===== config.mk =====
export PLATFORM = sky130hd
export DESIGN_NAME = ram_port_arbiter
export DESIGN_NICKNAME = d
export VERILOG_FILES = /design/src/rtl/ram_arb_pkg.sv /design/src/rtl/ram_arb_burst_cnt.sv /design/src/rtl/ram_port_arbiter.sv
export SDC_FILE = /design/constraint.sdc
export NUM_CORES = 1
export LEC_CHECK = 0
export CAP_MARGIN = 20
export CORE_MARGIN = 3
export CORE_UTILIZATION = 40
export DETAILED_ROUTE_END_ITERATION = 6
export DONT_BUFFER_PORTS = 1
export GPL_TIMING_DRIVEN = 0
export SETUP_SLACK_MARGIN = 0.15
export SLEW_MARGIN = 20
export SYNTH_ARGS = -nofsm -noshare
export SYNTH_HDL_FRONTEND = slang
export SYNTH_HIERARCHICAL = 1
export SYNTH_SLANG_ARGS = --single-unit

===== constraint.sdc =====
create_clock -name clk -period 4 [get_ports clk]
set_input_delay 0.8 -clock clk [delete_from_list [all_inputs] [get_ports clk]]
set_output_delay 0.8 -clock clk [all_outputs]
set_load 0.005 [all_outputs]

===== src/rtl/ram_arb_pkg.sv =====
// Shared types and defaults for the program-RAM port arbiter.
// Contents: arbiter state encoding, default RAM geometry, burst counter width.
package ram_arb_pkg;

  localparam int unsigned ADR_W_DEF     = 6;
  localparam int unsigned DAT_W_DEF     = 16;
  localparam int unsigned BURST_MAX_DEF = 8;
  // Wide enough for the largest legal BURST_MAX (255).
  localparam int unsigned CNT_W         = 8;

  typedef enum logic [1:0] {
    ST_BOOT   = 2'd0,
    ST_IDLE   = 2'd1,
    ST_GRANT0 = 2'd2,
    ST_GRANT1 = 2'd3
  } arb_state_t;

endpackage


===== src/rtl/ram_arb_burst_cnt.sv =====
// Saturating burst-length counter for the RAM arbiter.
// Ports:
//   clk, rst     clock, asynchronous active-high reset
//   i_ce         clock enable
//   i_clr        clear (wins over increment)
//   i_inc        count one accepted access
//   o_at_max_c   count, including this cycle's increment, has reached MAX
module ram_arb_burst_cnt
  import ram_arb_pkg::*;
#(
  parameter int unsigned MAX = BURST_MAX_DEF
) (
  input  logic clk,
  input  logic rst,
  input  logic i_ce,
  input  logic i_clr,
  input  logic i_inc,
  output logic o_at_max_c
);

  localparam logic [CNT_W-1:0] MAX_V = CNT_W'(MAX);

  logic [CNT_W-1:0] r_cnt;

  // Count accepted accesses, saturating at MAX.
  always_ff @(posedge clk or posedge rst) begin
    if (rst) begin
      r_cnt <= '0;
    end else if (i_ce) begin
      if (i_clr) begin
        r_cnt <= '0;
      end else if (i_inc && (r_cnt != MAX_V)) begin
        r_cnt <= r_cnt + CNT_W'(1);
      end
    end
  end

  // Looks ahead by the current access so a burst hands over right after its MAX-th access.
  assign o_at_max_c = (r_cnt == MAX_V) || (i_inc && ((r_cnt + CNT_W'(1)) == MAX_V));

endmodule


===== src/rtl/ram_port_arbiter.sv =====
// Shares the single-port program RAM between the boot loader (absolute owner
// while boot=1), the CPU core (requester 0) and the debug reader (requester 1).
// Round-robin arbitration with a bounded burst length under contention.
// Macro ARB_FIXED_PRIO_EN: requester 0 has fixed priority and is never
// pre-empted; without it, round robin with a pointer.
// Ports:
//   clk, rst, ce                 clock, async active-high reset, clock enable
//   boot, bl_*                   boot loader ownership and RAM access
//   rN_req/rw/adr/din            requester N access (N=0,1)
//   rN_gnt, rN_rvalid            registered grant and read-valid pulse
//   rd_data                      registered read data shared by both requesters
//   ram_rw/enable/adr/in         combinational RAM port drive
//   ram_out                      RAM read data, valid the cycle after the enable
module ram_port_arbiter
  import ram_arb_pkg::*;
#(
  parameter int unsigned ADR_W     = ADR_W_DEF,
  parameter int unsigned DAT_W     = DAT_W_DEF,
  parameter int unsigned BURST_MAX = BURST_MAX_DEF
) (
  input  logic             clk,
  input  logic             rst,
  input  logic             ce,
  input  logic             boot,
  input  logic             bl_rw,
  input  logic             bl_en,
  input  logic [ADR_W-1:0] bl_adr,
  input  logic [DAT_W-1:0] bl_din,
  input  logic             r0_req,
  input  logic             r0_rw,
  input  logic [ADR_W-1:0] r0_adr,
  input  logic [DAT_W-1:0] r0_din,
  output logic             r0_gnt,
  output logic             r0_rvalid,
  input  logic             r1_req,
  input  logic             r1_rw,
  input  logic [ADR_W-1:0] r1_adr,
  input  logic [DAT_W-1:0] r1_din,
  output logic             r1_gnt,
  output logic             r1_rvalid,
  output logic [DAT_W-1:0] rd_data,
  output logic             ram_rw,
  output logic             ram_enable,
  output logic [ADR_W-1:0] ram_adr,
  output logic [DAT_W-1:0] ram_in,
  input  logic [DAT_W-1:0] ram_out
);

  arb_state_t       r_state;
  arb_state_t       w_state_nxt;
  logic             r_gnt0;
  logic             r_gnt1;
  logic             w_acc0;
  logic             w_acc1;
  logic             w_acc;
  logic             w_rd_acc;
  logic             w_at_max;
  logic             w_clr;
  logic             r_p1_vld;
  logic             r_p1_id;
  logic             r_rv0;
  logic             r_rv1;
  logic [DAT_W-1:0] r_rd_data;
`ifndef ARB_FIXED_PRIO_EN
  logic             r_rr;
  logic             w_rr_nxt;
`endif

  assign w_acc0   = r_gnt0 & r0_req & ce;
  assign w_acc1   = r_gnt1 & r1_req & ce;
  assign w_acc    = w_acc0 | w_acc1;
  assign w_rd_acc = (w_acc0 & ~r0_rw) | (w_acc1 & ~r1_rw);
  assign w_clr    = (w_state_nxt != r_state);

  ram_arb_burst_cnt #(
    .MAX(BURST_MAX)
  ) u_burst_cnt (
    .clk       (clk),
    .rst       (rst),
    .i_ce      (ce),
    .i_clr     (w_clr),
    .i_inc     (w_acc),
    .o_at_max_c(w_at_max)
  );

  // State register; grants are registered copies of the next state.
  always_ff @(posedge clk or posedge rst) begin
    if (rst) begin
      r_state <= ST_BOOT;
      r_gnt0  <= 1'b0;
      r_gnt1  <= 1'b0;
`ifndef ARB_FIXED_PRIO_EN
      r_rr    <= 1'b0;
`endif
    end else if (ce) begin
      r_state <= w_state_nxt;
      r_gnt0  <= (w_state_nxt == ST_GRANT0);
      r_gnt1  <= (w_state_nxt == ST_GRANT1);
`ifndef ARB_FIXED_PRIO_EN
      r_rr    <= w_rr_nxt;
`endif
    end
  end

  // Next-state selection; boot overrides everything.
  always_comb begin
    w_state_nxt = r_state;
`ifndef ARB_FIXED_PRIO_EN
    w_rr_nxt    = r_rr;
`endif
    if (boot) begin
      w_state_nxt = ST_BOOT;
    end else begin
      case (r_state)
        ST_BOOT: w_state_nxt = ST_IDLE;
        ST_IDLE: begin
`ifdef ARB_FIXED_PRIO_EN
          if (r0_req)      w_state_nxt = ST_GRANT0;
          else if (r1_req) w_state_nxt = ST_GRANT1;
`else
          if (r0_req && r1_req) w_state_nxt = r_rr ? ST_GRANT1 : ST_GRANT0;
          else if (r0_req)      w_state_nxt = ST_GRANT0;
          else if (r1_req)      w_state_nxt = ST_GRANT1;
`endif
        end
        ST_GRANT0: begin
          if (!r0_req) w_state_nxt = ST_IDLE;
`ifndef ARB_FIXED_PRIO_EN
          else if (w_at_max && r1_req) w_state_nxt = ST_GRANT1;
`endif
        end
        ST_GRANT1: begin
          if (!r1_req)                 w_state_nxt = ST_IDLE;
          else if (w_at_max && r0_req) w_state_nxt = ST_GRANT0;
        end
        default: w_state_nxt = ST_BOOT;
      endcase
    end
`ifndef ARB_FIXED_PRIO_EN
    // Leaving a grant for any reason hands preference to the other requester.
    if ((r_state == ST_GRANT0) && (w_state_nxt != ST_GRANT0)) w_rr_nxt = 1'b1;
    if ((r_state == ST_GRANT1) && (w_state_nxt != ST_GRANT1)) w_rr_nxt = 1'b0;
`endif
  end

  // RAM port mux driven from the current owner.
  always_comb begin
    ram_enable = 1'b0;
    ram_rw     = 1'b0;
    ram_adr    = '0;
    ram_in     = '0;
    case (r_state)
      ST_BOOT: begin
        ram_enable = bl_en;
        ram_rw     = bl_rw;
        ram_adr    = bl_adr;
        ram_in     = bl_din;
      end
      ST_GRANT0: begin
        ram_enable = r0_req;
        ram_rw     = r0_rw & r0_req;
        ram_adr    = r0_adr;
        ram_in     = r0_din;
      end
      ST_GRANT1: begin
        ram_enable = r1_req;
        ram_rw     = r1_rw & r1_req;
        ram_adr    = r1_adr;
        ram_in     = r1_din;
      end
      default: ;
    endcase
  end

  // Two-stage read-valid pipeline tagged with the requester id; survives boot.
  always_ff @(posedge clk or posedge rst) begin
    if (rst) begin
      r_p1_vld  <= 1'b0;
      r_p1_id   <= 1'b0;
      r_rv0     <= 1'b0;
      r_rv1     <= 1'b0;
      r_rd_data <= '0;
    end else if (ce) begin
      r_p1_vld <= w_rd_acc;
      r_p1_id  <= w_acc1;
      r_rv0    <= r_p1_vld & ~r_p1_id;
      r_rv1    <= r_p1_vld & r_p1_id;
      if (r_p1_vld) r_rd_data <= ram_out;
    end
  end

  assign r0_gnt    = r_gnt0;
  assign r1_gnt    = r_gnt1;
  assign r0_rvalid = r_rv0;
  assign r1_rvalid = r_rv1;
  assign rd_data   = r_rd_data;

endmodule


* After elaboration in Yosys (flattened, before gate mapping)
Index checks and enable logic that the tools add are counted.
** Operators by class
- Add/sub/neg operators :: 1
- Equality and inequality tests :: 11
- Mux-type cells :: 18
- Bitwise operators :: 15
- Reduce and logical (&&, ||, !) cells :: 14
** Operators with widths (count)
- case mux 16 bit (3 select lines) :: 1
- case mux 6 bit (3 select lines) :: 1
- equality test 8 x 4 -> 1 bit, second input constant :: 2
- two-way mux 2 bit :: 8
- two-way mux 8 bit :: 2
- AND 1 bit :: 10
- adder 8 x 1 -> 8 bit, second input constant :: 1
- equality test 2 bit, second input constant :: 4
- != test 8 x 4 -> 1 bit, second input constant :: 1
- case mux 2 bit (4 select lines) :: 1
- logical AND 1 bit :: 7
- case mux 1 bit (3 select lines) :: 2
- AND reduction 2 bit :: 3
- != test 2 bit, second input constant :: 2
- nonzero test 2 bit :: 2
- two-way mux 1 bit :: 3
- NOT 1 bit :: 3
- equality test 2 x 1 -> 1 bit, second input constant :: 1
- logical NOT 2 bit :: 1
- != test 2 bit :: 1
- bitwise OR 1 bit :: 2
- logical OR 1 bit :: 1
** Word-level totals
- Register bits :: 33
- Input port bits :: 92
- Word-level logic and storage cells :: 69

* Longest topological paths before layout
Gate-level depths: netlist (run 1).
- Word-level depth :: 14
- Gate-level depth with buffers :: 14

* By module
Netlist (run 1), hierarchy kept.
** Modules (own cells, without submodules)
- ram_port_arbiter :: times used 1, cells an instance 176, area an instance 1709.1 µm², sequential area each 625.6 µm²
- ram_arb_burst_cnt :: times used 1, cells an instance 59, area an instance 531.8 µm², sequential area each 200.2 µm²

* Worst setup path after synthesis (run 1)
OpenSTA, ideal clock, no wires.
- Kind :: input port to flip-flop
- Start :: input ce
- End :: register u_burst_cnt.r_cnt[1]
- Library setup time :: 0.122 ns
- Arrival time :: 3.297 ns
- Data required time :: 3.878 ns
- Path slack :: 0.582 ns
- Stages on the path :: 13
- Cells stage by stage :: buf_2 -> inv_1 -> a21oi_1 -> inv_1 -> nor3b_1 -> o21ai_0 -> a21boi_0 -> a21boi_4 -> mux2_2 -> a32oi_1 -> nand2b_1 -> a31oi_1 -> a32o_1
** On the way
- Cells in the longest elaborated chain, start to end :: 12
- Elaborated cells between the ends (all ways) :: 18
** Ends and longest elaborated chain
- from (decl) :: RTL line ram_port_arbiter.sv:23 : input logic ce,
- AND 1 bit, on equally long branches :: RTL line ram_port_arbiter.sv:69, ram_port_arbiter.sv:70
- bitwise OR 1 bit (*) :: RTL line ram_port_arbiter.sv:71 : assign w_acc = w_acc0 | w_acc1;
- via w_acc :: RTL line ram_port_arbiter.sv:55 : logic w_acc;
- logical AND 1 bit (*) :: RTL line ram_arb_burst_cnt.sv:39 : assign o_at_max_c = (r_cnt == MAX_V) || (i_inc && ((r_cnt + CNT_W'(1)) == MAX_V));
- logical OR 1 bit (*) :: RTL line ram_arb_burst_cnt.sv:39
- via w_at_max :: RTL line ram_port_arbiter.sv:57 : logic w_at_max;
- logical AND 1 bit, on equally long branches :: RTL line ram_port_arbiter.sv:134, ram_port_arbiter.sv:129
- two-way mux 2 bit, on equally long branches :: RTL line ram_port_arbiter.sv:134, ram_port_arbiter.sv:129
- two-way mux 2 bit, on equally long branches :: RTL line ram_port_arbiter.sv:133, ram_port_arbiter.sv:127
- case mux 2 bit (4 select lines) (*) :: RTL line ram_port_arbiter.sv:114 : case (r_state)
- two-way mux 2 bit (*) :: RTL line ram_port_arbiter.sv:111 : if (boot) begin
- != test 2 bit (*) :: RTL line ram_port_arbiter.sv:73 : assign w_clr = (w_state_nxt != r_state);
- via w_clr :: RTL line ram_port_arbiter.sv:58 : logic w_clr;
- nonzero test 2 bit (no line)
- AND reduction 2 bit (no line)
- to (signal assigned) :: RTL line ram_arb_burst_cnt.sv:33 : r_cnt <= r_cnt + CNT_W'(1);
- to (decl) :: RTL line ram_arb_burst_cnt.sv:23 : logic [CNT_W-1:0] r_cnt;
Mark *: on every way through the listed nets, which the timed path passes. The rest lies on a longest branch.
A chain may end at the register's enable or synchronous reset.

* Final worst setup path (run 1)
Same ends and word-level chain as after synthesis.

==> metrics.md, run 1 <==
| Metric | Value |
|---|---|
| Status | `complete, no violations` |
| Unique masters post-synth | `52` |
| H-tree levels | `2` |
| Initial Util | `42.5%` |
| Post-Place Cells | `305` |
| Initial antenna violation count | `0` |
| Synth top cells by count | `dfrtp_1 (33), nand2_1 (29), mux2i_1 (24)` |
| Largest net degree at the start of global routing | `26` |
| Cell family with most CP delay | `compound AO/OA/AOI/OAI gates` |
| Drt first pass iters | `4` |
| Core region area | `5270 um^2` |
| Register area share after synthesis | `36.9%` |
| CTS clk-pin slew, worst paths | `0.08 ns` |
| Synth area leader | `dfrtp_1` |
| Die X-Extent | `80.9 um` |
| IO Port Bufs | `0` |
| Slew Viols, Final | `0` |
| Top cells by area, synth | `dfrtp_1 (37%), mux2i_1 (11%), mux2_2 (9.0%)` |
| CP required | `4.18 ns` |
| Synth Register Bits | `33` |
| CTS tree | `built` |
| WL per Instance | `17.3 um` |
| Leakage | `1.01 nW` |
| Slew HR | `61.7%` |
| WP buf/inv | `3` |
| Gr ovfl total | `0` |
| Via/cell ratio | `5.66` |
| Setup crit end kind | `flop` |
| Seq pwr share | `39.6%` |
| Most frequent cell on the critical path | `inv_1` |
| Setup ws final | `0.412 ns` |
| Type of the most critical hold path | `primary input to asynchronous set/reset pin` |
| Rows | `26` |
| Logic pwr share | `37.5%` |
| Critical path's slowest cell | `a21boi_1` |
| Unrepaired setup endpoints after global routing | `no` |
| Clock Latency Late Sink | `0.30 ns` |
| Synth top area share | `36.9%` |
| DR DRC count | `0` |
| Final WL | `5420 um` |
| Layout cells sized above 1 | `19.3%` |
| First-pass GRT wire length | `8580 um` |
| Antenna-violating nets left | `0` |
| CTS Buf Count | `5` |
| Sw frac | `36.9%` |
| Mapped Nets | `330` |
| Die H | `80.9 um` |
| Nets | `338` |
| Clock group share of total power | `22.9%` |
| Tcrit/Tclk final | `89.7%` |
| Inserted Diodes | `0` |
| Routability cong. | `0.789` |
| Clock Tree Buf Depth | `2` |
| Synthesis-to-finish area growth | `8.60%` |
| Final total power | `0.00111 W` |
| Hold Violations, Final | `0` |
| Max frequency | `0.279 GHz` |
| Critical Path, Cell by Cell | `buf_2 > inv_1 > a21oi_1 > inv_1 > nor3b_1 > o21ai_0 > a21boi_1 > a21boi_4 > mux2_2 > a32oi_2 > nand2b_1 > a31oi_1 > a32o_1` |
| Slew @ Worst Pin | `0.573 ns` |
| DP HPWL | `4130 um` |
| Pint | `0.000698 W` |
| Fin util | `46.2%` |
| Most frequent cell after synthesis | `dfrtp_1` |
| DP Worst Slack | `-0.152 ns` |
| Vias post-DR | `1,776` |
| Sink Count | `33` |
| Maxcap violations | `0` |
| Peak VDD IR | `0.170 mV` |
| Area occupied by multi-input gates | `1280 um^2` |
| Syn Inst Count | `235` |
| Mapped Avg Cell Area | `9.54 um^2` |
| CP Class | `primary input to flop` |
| Setup crit start kind | `primary input` |
| Min cycle time layout | `3.59 ns` |
| Switching power | `0.000409 W` |
| Total track usage | `16.8%` |
| Worst Path Max Fanout | `11` |
| EDFF count, synth | `0` |
| Flip-flop and latch area | `826 um^2` |
| Placed Area | `2330 um^2` |
| Pwr per Cell Area | `455 nW/um^2` |
| Clock root buffer | `clkbuf_8` |
| I/O pins | `136` |
| Synthesis Warnings | `6` |
| Final Setup Violations | `0` |
| Arr. time, crit path | `3.77 ns` |
| Filler Cell Count | `517` |
| Cell Area, Synth | `2240 um^2` |
| Number of global-route vias before repair | `1,846` |
| Post-synthesis async set-or-reset flop share | `100%` |
| Worst Skew | `0.00583 ns` |
| Die area | `6540 um^2` |
| Most used flip-flop cell after synthesis | `dfrtp_1` |
| Post-route cell area | `2430 um^2` |
| Final Non-Filler Cells | `314` |
| Slowest stage delay, CP | `0.40 ns` |
| Starting DRT DRC Count | `69` |
[through the flow]
stage | hold WS (ns) | setup TNS [ns]
global placement | 0.436 | -0.589
finish | 0.344 | 0
CTS | 0.357 | 0
floorplan | 0.429 | 0
global route | 0.363 | 0
detailed placement | 0.443 | -0.368
[final timing paths]
path	slack [ns]	endpoint	startpoint	depth (start not counted)
setup / recovery	0.41	u_burst_cnt/r_cnt[1]	ce	13
hold / removal	0.34	u_burst_cnt/r_cnt[7]	rst	1
setup reg to reg	0.72	u_burst_cnt/r_cnt[1]	r1_gnt	12
hold reg to reg	0.45	r0_rvalid	r_p1_id	1
max in group asynchronous	3.05	rd_data[13]	rst	2
min in group clk	0.45	r0_rvalid	r_p1_id	1
[repair_timing]
item,in CTS,in global routing
endpoints found under the setup margin,1,4
gates resized for setup,1,1
hold buffers,0,0
buffers inserted,0,0
[sequential cells by signal, summed over array words and instances, names as in the netlist]
name	cells
r0_gnt	1
r0_rvalid	1
r1_gnt	1
r1_rvalid	1
r_p1_id	1
r_p1_vld	1
r_rr	1
r_state	2
rd_data	16
u_burst_cnt/r_cnt	8
[placed cells by master (no fill, tap or decap), types with 2 or more instances in the layout]
master and count:
dfrtp_1 33, nand2_1 29, mux2i_1 24, o21ai_0 22
mux2_2 18, inv_1 12, o21ai_1 10, buf_2 6
and3_1 5, a21oi_1 5, clkbuf_8 5, buf_6 4
and2_1 4, a22o_1 4, buf_4 3, nand3_1 3
a31oi_1 3, nand2b_1 3, nor2_1 3, ha_1 3
o311ai_1 2, o211ai_1 2, o2bb2ai_1 2, clkbuf_1 2
o22ai_1 2, nand3b_1 2, clkinv_2 2, nor3_1 2
nor2b_1 2
[layout make-up]
class | count | share of cell area, %
buffer | 14 | 3.86
clock buffer | 5 | 2.83
clock inverter | 3 | 0.720
inverter | 12 | 1.85
multi-input combinational | 176 | 52.8
sequential | 33 | 33.9
tap | 70 | 3.60
timing repair buffer | 1 | 0.463
[cells by family after synthesis]
logic type	count (synthesis)	share of synthesized area, %
adders and majority gates	3	1.68
xor gates and xnor gates	2	0.782
and+or+nand+nor	61	14.0
buffers and inverters	26	6.20
AOI/OAI and AO/OA	68	20.8
muxes	42	19.8
DFF	33	36.9
[power by group through the flow]
stage	registers [W]	logic, W	clock network, W
after floorplan	0.000430	0.000347	0
after global placement	0.000444	0.000408	0
after detailed placement	0.000445	0.000413	0
after CTS	0.000439	0.000415	0.000259
after global routing	0.000445	0.000470	0.000273
final	0.000438	0.000415	0.000253
[layer usage]
metal	track usage (%)	wire length, um	vias up
li1	-	-	871
met1	19.4	2230	843
met2	29.1	2760	55
met3	5.43	365	7
met4	5.91	67	0
met5	0	0	-
[worst reg2reg max path, delay by kind of cell (launching register included)]
| kind | cells | cell delay [ns] |
|---|---|---|
| buffers and inverters | 1 | 0.12 |
| flip-flops | 1 | 0.46 |
| AO/OA/AOI/OAI | 7 | 1.73 |
| multiplexers | 1 | 0.30 |
| AND/OR/NAND/NOR | 3 | 0.57 |
Note: power is estimated with default switching activity, not from simulation.
==> inputs of run 2 (changes only) <==
Clock period 4 ns to 4.5 ns, I/O delays scaled along.
==> metrics.md, run 2 (same netlist as run 1, synthesis figures left out) <==
| Metric | Value |
|---|---|
| Drt first pass iters | `4` |
| Routability cong. | `0.789` |
| Largest net degree at the start of global routing | `26` |
| DP Worst Slack | `0.248 ns` |
| WL per Instance | `17.3 um` |
| DP HPWL | `4130 um` |
| Maxcap violations | `0` |
| Post-Place Cells | `305` |
| CTS Buf Count | `5` |
| Synthesis-to-finish area growth | `8.26%` |
| Initial Util | `42.5%` |
| Cell family with most CP delay | `compound AO/OA/AOI/OAI gates` |
| RR Startpoint | `r1_gnt` |
| IO Port Bufs | `0` |
| Slowest stage delay, CP | `0.55 ns` |
| Setup crit end kind | `flop` |
| Hold-fix buffers, CTS | `0` |
| Rows | `26` |
| Worst Path Max Fanout | `11` |
| Peak VDD IR | `0.151 mV` |
| Leakage | `1.01 nW` |
| Unrepaired setup endpoints after global routing | `no` |
| Most frequent cell on the critical path | `inv_1` |
| Antenna-violating nets left | `0` |
| Arr. time, crit path | `4.21 ns` |
| Die H | `80.9 um` |
| Type of the most critical hold path | `primary input to asynchronous set/reset pin` |
| Slew @ Worst Pin | `0.689 ns` |
| Die X-Extent | `80.9 um` |
| Post_cts resized | `0` |
| Slew Viols, Final | `0` |
| Initial antenna violation count | `0` |
| R2R setup slack | `0.88 ns` |
| Commonest non-fill, non-tap cell in the layout | `dfrtp_1` |
| Critical Path, Cell by Cell | `buf_2 > inv_1 > a21oi_1 > inv_1 > nor3b_1 > o21ai_0 > a21boi_0 > a21boi_4 > mux2_2 > a32oi_1 > nand2b_1 > a31oi_1 > a32o_1` |
| Number of flip-flops in the largest register | `16` |
| DR DRC count | `0` |
| CP startpoint | `ce` |
| Clock Latency Late Sink | `0.30 ns` |
| Clock root buffer | `clkbuf_8` |
| Layout cells sized above 1 | `18.9%` |
| Setup TNS | `0 ns` |
| H-tree levels | `2` |
| Final Setup Violations | `0` |
| CP required | `4.68 ns` |
| Core region area | `5270 um^2` |
| Nets | `338` |
| Tcrit/Tclk final | `89.6%` |
| Starting DRT DRC Count | `69` |
| I/O pins | `136` |
| CTS tree | `built` |
| Final Non-Filler Cells | `314` |
| Final WL | `5420 um` |
| Pwr per Cell Area | `404 nW/um^2` |
| Setup ws final | `0.470 ns` |
| Most frequent cells in the layout | `dfrtp_1 (33), nand2_1 (29), mux2i_1 (24)` |
| Die area | `6540 um^2` |
| Setup crit start kind | `primary input` |
| Sink Count | `33` |
| CP Class | `primary input to flop` |
| Clock Tree Buf Depth | `2` |
| Gr ovfl total | `0` |
| Critical path's slowest cell | `a21boi_0` |
| Min cycle time layout | `4.03 ns` |
| Worst Skew | `0.00583 ns` |
| Total track usage | `16.8%` |
| WP buf/inv | `3` |
| Number of global-route vias before repair | `1,846` |
| Max frequency | `0.248 GHz` |
| First-pass GRT wire length | `8580 um` |
| Post-CTS Setup Repair Bufs | `0` |
| Inserted Diodes | `0` |
| Slew HR | `54.0%` |
| Status | `complete, no violations` |
| Hold Violations, Final | `0` |
| CTS clk-pin slew, worst paths | `0.08 ns` |
| Vias post-DR | `1,777` |
| Via/cell ratio | `5.66` |
-- run 2: power by group --
group	internal (W)	switching (W)	leakage (nW)
sequential	0.000348	0.0000414	0.416
combinational	0.000164	0.000202	0.551
clock	0.000107	0.000118	0.0439
-- run 2: through the flow --
stage	instance area (um^2)	hold WS, ns	total power, W	util (%)
after CTS	2410	0.455	0.000989	45.8
after global routing	2430	0.463	0.00105	46.0
final	2430	0.444	0.000980	46.0
after floorplan	2240	0.429	0.000691	-
after global placement	2330	0.436	0.000757	44.2
after detailed placement	2330	0.443	0.000763	44.2
-- run 2: area by class of cell --
cell class              count  area (um^2)
well taps                  70         87.6
inverters                  12         45.0
flip-flops and latches     33          826
fillers                   518         2840
multi-input cells         176         1280
plain buffers              14         93.8
clock buffers               5         68.8
clock inverters             3         17.5
repair buffers              1         11.3
-- run 2: final timing paths --
kind	end	depth (start not counted)
max	u_burst_cnt/r_cnt[1]	13
min	u_burst_cnt/r_cnt[7]	1
max reg2reg	u_burst_cnt/r_cnt[1]	12
min reg2reg	r0_rvalid	1
max in group asynchronous	rd_data[13]	2
min in group clk	r0_rvalid	1
-- run 2: metal layers --
metal	track usage [%]	part of all wire, %	wire length, um	vias to the layer above
met5	0	0	0	-
met4	5.91	1.2	67	0
met3	5.43	6.7	365	7
met2	29.1	51	2760	55
met1	19.4	41	2230	844
li1	-	-	-	871
